===== src/rtl/lif_neuron_step.sv =====
// rtl/lif_neuron_step.sv - sequential leaky integrate-and-fire neuron core with refractory period and spike counter
// Membrane leak by 1 - 2^-shift, saturating integration, threshold fire with reset by subtraction.
module lif_neuron_step #(
    parameter  int N_STAGE = 6,
    parameter  int REF_W   = 4,
    parameter  int CNT_W   = 8,
    localparam int W       = N_STAGE + 2
) (
    input  logic                   clk_i,
    input  logic                   rst_n_i,
    input  logic                   ena_i,
    input  logic                   cfg_we_i,
    input  logic [2:0]             cfg_shift_i,
    input  logic [N_STAGE:0]       cfg_threshold_i,
    input  logic [REF_W-1:0]       cfg_refrac_i,
    input  logic                   step_i,
    input  logic signed [W-1:0]    in_current_i,
    output logic                   spike_o,
    output logic signed [W-1:0]    u_out_o,
    output logic                   refractory_o,
    output logic [CNT_W-1:0]       spike_count_o
);

    typedef enum logic {
        ACTIVE     = 1'b0,
        REFRACTORY = 1'b1
    } state_e;

    logic [2:0]          shift_q;
    logic [N_STAGE:0]    thr_q;
    logic [REF_W-1:0]    ref_len_q;

    logic signed [W-1:0] u_q, u_d;
    logic [REF_W-1:0]    cnt_q, cnt_d;
    logic [CNT_W-1:0]    count_q, count_d;
    logic                spike_q, spike_d;
    logic                refr_q, refr_d;

    state_e              state;
    logic                do_step;
    logic signed [W-1:0] leak_g;
    logic signed [W-1:0] leak_b;
    logic [W:0]          sum;
    logic signed [W-1:0] sum_sat;
    logic signed [W-1:0] s_val;
    logic signed [W-1:0] thr_s;
    logic                fire;

    assign state   = (cnt_q != '0) ? REFRACTORY : ACTIVE;
    assign do_step = ena_i & step_i;
    assign thr_s   = $signed({1'b0, thr_q});

    always_comb begin
        leak_g  = u_q >>> shift_q;
        leak_b  = (shift_q == 3'd0) ? u_q : (u_q - leak_g);

        // Sum in W+1 bits; disagreeing top two bits mean the W-bit result overflowed.
        sum     = {leak_b[W-1], leak_b} + {in_current_i[W-1], in_current_i};
        sum_sat = sum[W-1:0];
        if (!sum[W] && sum[W-1]) begin
            sum_sat = {1'b0, {(W-1){1'b1}}};
        end else if (sum[W] && !sum[W-1]) begin
            sum_sat = {1'b1, {(W-1){1'b0}}};
        end

        s_val = (state == ACTIVE) ? sum_sat : leak_b;
        fire  = (state == ACTIVE) && (thr_q != '0) && (s_val >= thr_s);
    end

    always_comb begin
        u_d     = u_q;
        cnt_d   = cnt_q;
        count_d = count_q;
        spike_d = 1'b0;
        if (do_step) begin
            u_d     = fire ? (s_val - thr_s) : s_val;
            spike_d = fire;
            if (state == REFRACTORY) begin
                cnt_d = cnt_q - 1'b1;
            end else if (fire) begin
                cnt_d = ref_len_q;
            end
            if (fire && !(&count_q)) begin
                count_d = count_q + 1'b1;
            end
        end
        refr_d = (cnt_d != '0);
    end

    always_ff @(posedge clk_i or negedge rst_n_i) begin
        if (!rst_n_i) begin
            u_q     <= '0;
            cnt_q   <= '0;
            count_q <= '0;
            spike_q <= 1'b0;
            refr_q  <= 1'b0;
        end else if (ena_i) begin
            u_q     <= u_d;
            cnt_q   <= cnt_d;
            count_q <= count_d;
            spike_q <= spike_d;
            refr_q  <= refr_d;
        end else begin
            spike_q <= 1'b0;
        end
    end

    // A coinciding step samples the old values, so new config takes effect on the following step.
    always_ff @(posedge clk_i or negedge rst_n_i) begin
        if (!rst_n_i) begin
            shift_q   <= '0;
            thr_q     <= '0;
            ref_len_q <= '0;
        end else if (ena_i && cfg_we_i) begin
            shift_q   <= cfg_shift_i;
            thr_q     <= cfg_threshold_i;
            ref_len_q <= cfg_refrac_i;
        end
    end

    assign spike_o       = spike_q;
    assign u_out_o       = u_q;
    assign refractory_o  = refr_q;
    assign spike_count_o = count_q;

endmodule


===== config.mk =====
export PLATFORM = sky130hd
export DESIGN_NAME = lif_neuron_step
export DESIGN_NICKNAME = d
export VERILOG_FILES = /design/src/rtl/lif_neuron_step.sv
export SDC_FILE = /design/constraint.sdc
export NUM_CORES = 1
export LEC_CHECK = 0
export BUFFER_PORTS_ARGS = -buffer_cell sky130_fd_sc_hd__buf_2
export CAP_MARGIN = 10
export CORE_AREA = 5 5 78 80
export DETAILED_ROUTE_END_ITERATION = 10
export DIE_AREA = 0 0 83 85
export GPL_ROUTABILITY_DRIVEN = 0
export PLACE_DENSITY = 0.81
export SYNTH_ARGS = -nofsm -noshare
export SYNTH_HDL_FRONTEND = slang
export SYNTH_SLANG_ARGS = --single-unit

===== constraint.sdc =====
create_clock -name clk_i -period 10 [get_ports clk_i]
set_clock_uncertainty 0.1 [all_clocks]
set_input_delay 1.5 -clock clk_i [delete_from_list [all_inputs] [get_ports clk_i]]
set_output_delay 1.5 -clock clk_i [all_outputs]
set_load 0.005 [all_outputs]

Word level (Yosys, flattened, before mapping):

Cells that the tools add are included.
Widths: inputs -> output; s select.

* input bits: 27
* flip-flop bits (word level): 36
* word-level logic and storage cells: 44
* output and inout bits: 18
* bits in latches: 0
* memories kept: 0
* memory bits (read-only): 0
* memory bits (writable): 0

* divide/modulo/power cells: 0
* $add $sub $neg: 5
* $lt $le $gt $ge: 1
* multiply operators: 0
* muxes and demuxes: 11
* equality and inequality tests: 0
* shift-type cells: 1
* reduce and logical (&&, ||, !) cells: 16
* bitwise operators: 2

Operators by type and width (count)
* $mux 8: 5
* $sub 8x8->8: 2
* $mux 4: 3
* $add 8x8->9: 1
* $add 8x1->8 const B: 1
* $ge 8x8->1: 1
* $reduce_and 8->1: 1
* $reduce_bool 4->1: 2
* $sshr 8x3->8: 1
* $reduce_bool 7->1: 1
* $logic_and 1x1->1: 6
* $sub 4x1->4 const B: 1
* $logic_not 1->1: 3
* $logic_not 3->1: 1
* $mux 1: 3
* $reduce_and 3->1: 1
* $reduce_and 2->1: 1
* $and 1x1->1: 1
* $not 1->1: 1

Logic depth before layout (Yosys ltp):

* word-level depth: 15
* mapped depth: 31
* gate-level depth less buffers: 29

Worst setup path before layout:

No wires, ideal clock.

* kind: reg2reg
* from: reg shift_q[0]
* to: reg refr_q, in the netlist refractory_o
* buffers on the path: 1
* stages on the path, launching flop included: 30
* setup slack: 3.647 ns
* required time: 9.772 ns
* period minus slack after synthesis: 6.353 ns
* arrival time: 6.125 ns
* setup time: 0.128 ns
* cell sequence: dfrtp_1 > clkbuf_1 > mux2_2 > a211o_1 > a22oi_1 > ha_1 > nand2b_1 > a21oi_1 > o21a_1 > nor2_1 > xnor2_1 > nand2_1 > nand2_1 > ha_1 > o211a_1 > a221oi_2 > o21ai_0 > o2111ai_1 > nand4_1 > o21ai_0 > ha_1 > inv_1 > fa_1 > a21oi_1 > a21oi_1 > o31ai_2 > nor4_4 > a221o_2 > and4b_1 > a31oi_1

* cells in the longest elaborated chain, start to end: 15
* elaborated cells between the ends (all ways): 18
* those cells by class: 2 x add/sub; 1 x order compare; 1 x shift; 7 x mux; 7 x reduce/logical

RTL lines
* from (decl): line 29 `logic [2:0] shift_q;`
* from (signal assigned): line 115 `shift_q <= cfg_shift_i;`
* $sshr 8x3->8: line 54 `leak_g = u_q >>> shift_q;`
* $sub 8x8->8: line 55 `leak_b = (shift_q == 3'd0) ? u_q : (u_q - leak_g);`
* $mux 8 (*): line 55
* $add 8x8->9: line 58 `sum = {leak_b[W-1], leak_b} + {in_current_i[W-1], in_current_i};`
* $logic_not 1->1: line 62 `end else if (sum[W] && !sum[W-1]) begin`
* $logic_and 1x1->1: line 62
* $mux 8: line 62
* $mux 8: line 60 `if (!sum[W] && sum[W-1]) begin`
* $mux 8 (*): line 66 `s_val = (state == ACTIVE) ? sum_sat : leak_b;`
* $ge 8x8->1 (*): line 67 `fire = (state == ACTIVE) && (thr_q != '0) && (s_val >= thr_s);`
* $logic_and 1x1->1 (*): line 67
* $mux 4 (*): line 80 `end else if (fire) begin`
* $mux 4 (*): line 78 `if (state == REFRACTORY) begin`
* $mux 4 (*): line 75 `if (do_step) begin`
* $reduce_bool 4->1 (*): line 87 `refr_d = (cnt_d != '0);`
* to (signal assigned): line 102 `refr_q <= refr_d;`
* to (decl): line 37 `logic refr_q, refr_d;`

Mark *: on every way between the ends. The rest lies on a longest branch, timed or not.
A chain may end at the register's enable or synchronous reset.

Worst setup path in the final report:

Ends and elaborated chain as after synthesis.

==> run metrics <==
final hold vios=0; H-tree depth=2; clk_lat worst skew=0.29 ns; die width=83 um; CTS buffer count=5; vias in the first global route=2681; clock period minus final worst setup slack=7.05 ns; unique cell type count in the Yosys netlist=63; Post-DRT Antenna Nets=0; row cnt=27; Port Buffers=44; Post-CTS Hold Fix Bufs=0; # IOs=45; slew margin rel.=48.3%; status=complete, no violations; final wirelength=7380 um; first-pass GRT wire length=12500 um; initial antenna violation count=0; Vias=2839; Mapped Area=3070 um2; Synth-to-Final Area Change=12.5%; largest net degree at the start of global routing=37; Post-CTS Resized=0; Avg WL per Cell=16.2 um; fin crit share=70.5%; Crit. End Element=flop; CTS max path bufs=2; critical path arrival=7.12 ns; Root Buffer=clkbuf_8; Synth Register Bits=36; CTS tree=built; Remaining DRCs=0; yosys warns=0; ys async rst share=100%; HP Class=reg -> reg; share of layout cells above drive strength 1=23.0%; Seq/Total Area, Yosys=29.4%; fin. max-slew vios=0; Startpoint Class=flop; grt total ovfl=0; hold depth=1; Worst path slowest cell=dfrtp_1; CP max FO=14; Setup Fix Bufs, Post-CTS=0; Core ar.=5340 um2; drt first pass iters=5; slowest stage delay, CP=0.55 ns; final net count=436; CTS Sinks=36; Syn Area/Cell=9.00 um2; Synth Flop Type=dfrtp_1; First DRT Iteration DRCs=172; setup TNS=0 ns; Core Util, Final=64.7%; R2R cell count=28; antenna diode count=0; synthesized instance count=341; number of flops mapped to enable cells by yosys=0; GRT Total Usage=21.2%; Starting Density=57.5%; MaxCap Viol Count=0; Worst EP required=10.07 ns; Filler Cell Count=487; Slew @ Worst Pin=0.769 ns; Post-DP HPWL=5780 um; unrepaired setup endpoints after global routing=no; syn nets=395; Die H=85 um; WS Path Type=reg -> reg; Setup-failing EPs final=0; DIE AREA=7060 um2; FMAX=0.142 GHz; via-per-instance ratio=6.24; clock-pin slew on the worst setup and hold paths=0.07 ns
state kept, by name, summed over array words and instances (netlist names):
signal,count
thr_q,7
shift_q,3
cnt_q,4
spike_count_o,8
spike_o,1
ref_len_q,4
u_out_o,8
refractory_o,1
stage by stage:
stage	hold WS, ns	instance area, um2	std cells	setup slack, ns
detailed placement	0.385	3340	447	3.04
CTS	0.397	3450	455	3.02
floorplan	0.377	3070	341	3.65
finish	0.400	3450	455	2.95
global placement	0.371	3340	447	3.26
global route	0.430	3450	455	2.47
cells by family (layout without fill, tap and decap cells):
group | count (synthesis) | count (layout) | share of synthesized area [%]
AO/OA/AOI/OAI | 95 | 95 | 21.8
multiplexers | 26 | 26 | 10.4
flip-flops | 36 | 36 | 29.4
AND/OR/NAND/NOR | 112 | 112 | 18.3
XOR/XNOR | 17 | 17 | 4.85
adder cells (fa/ha/maj) | 27 | 27 | 11.7
buffers and inverters | 28 | 70 | 3.55
synthesized netlist by cell type, drive strengths merged (3+ instances only):
| master | instances | area, um2 |
|---|---|---|
| dfrtp | 36 | 901 |
| nor2 | 32 | 123 |
| nand2 | 29 | 109 |
| a21oi | 24 | 120 |
| ha | 24 | 300 |
| mux2 | 18 | 203 |
| inv | 17 | 63.8 |
| o21ai | 15 | 75.1 |
| nand3 | 12 | 65.1 |
| xnor2 | 10 | 87.6 |
| a21o | 9 | 67.6 |
| nor3 | 9 | 45.0 |
| clkbuf | 8 | 30.0 |
| xor2 | 7 | 61.3 |
| and2 | 6 | 37.5 |
| a211oi | 5 | 42.5 |
| mux2i | 5 | 50.1 |
| nand4 | 5 | 31.3 |
| o31ai | 5 | 42.5 |
| a31oi | 4 | 25.0 |
| a2bb2oi | 3 | 26.3 |
| and3 | 3 | 18.8 |
| buf | 3 | 15.0 |
| fa | 3 | 60.1 |
| mux4 | 3 | 67.6 |
| nor3b | 3 | 22.5 |
| o211ai | 3 | 22.5 |
| o21a | 3 | 23.8 |
area by class of cell:
| cell class | count | area, um2 | area share [%] |
|---|---|---|---|
| Clock buffer | 5 | 68.8 | 1.99 |
| Sequential cell | 36 | 901 | 26.1 |
| Tap cell | 72 | 90.1 | 2.61 |
| Inverter | 17 | 63.8 | 1.85 |
| Timing Repair Buffer | 45 | 228 | 6.59 |
| Clock inverter | 3 | 42.5 | 1.23 |
| Multi-Input combinational cell | 277 | 2060 | 59.6 |
layer usage:
layer | share of wire, % | global-route usage, %
met1 | 45 | 28.3
met2 | 49 | 35.9
met3 | 5.9 | 5.05
met4 | 0.58 | 2.82
met5 | 0 | 0
path summary, 6_finish.rpt:
path                            slack [ns]             start                to
worst max-delay path                  2.95        shift_q[0]      refractory_o
worst max register to register        2.95        shift_q[0]      refractory_o
worst min-delay path                  0.40  spike_count_o[4]  spike_count_o[4]
worst min register to register        0.40  spike_count_o[4]  spike_count_o[4]
min in group asynchronous             1.18           rst_n_i      refractory_o
max in group asynchronous             8.13           rst_n_i          thr_q[0]
layout by cell type, fill, tap and decap left out, drive strengths merged, types with 3 or more instances in the layout:
master,n
xor2,7
a31oi,4
nand4,5
a211oi,5
nor3,9
o211ai,3
mux2i,5
mux4,3
a21oi,24
buf,45
ha,24
and2,6
dfrtp,36
o21ai,15
inv,17
nor3b,3
a21o,9
xnor2,10
nand3,12
and3,3
o31ai,5
clkbuf,5
nor2,32
mux2,18
a2bb2oi,3
fa,3
nand2,29
o21a,3
critical path, delay by kind of cell, from the launching register on:
family                   cells  cell delay (ns)
AO/OA/AOI/OAI               14             3.55
XOR/XNOR                     1             0.17
adder cells (fa/ha/maj)      4             1.18
buffers and inverters        1             0.06
flip-flops                   1             0.55
multiplexers                 1             0.39
AND/OR/NAND/NOR              7             0.96
Power is left out: the tool's default activity adds up to more than one toggle a clock period on the data nets, which glitch-free logic cannot reach.
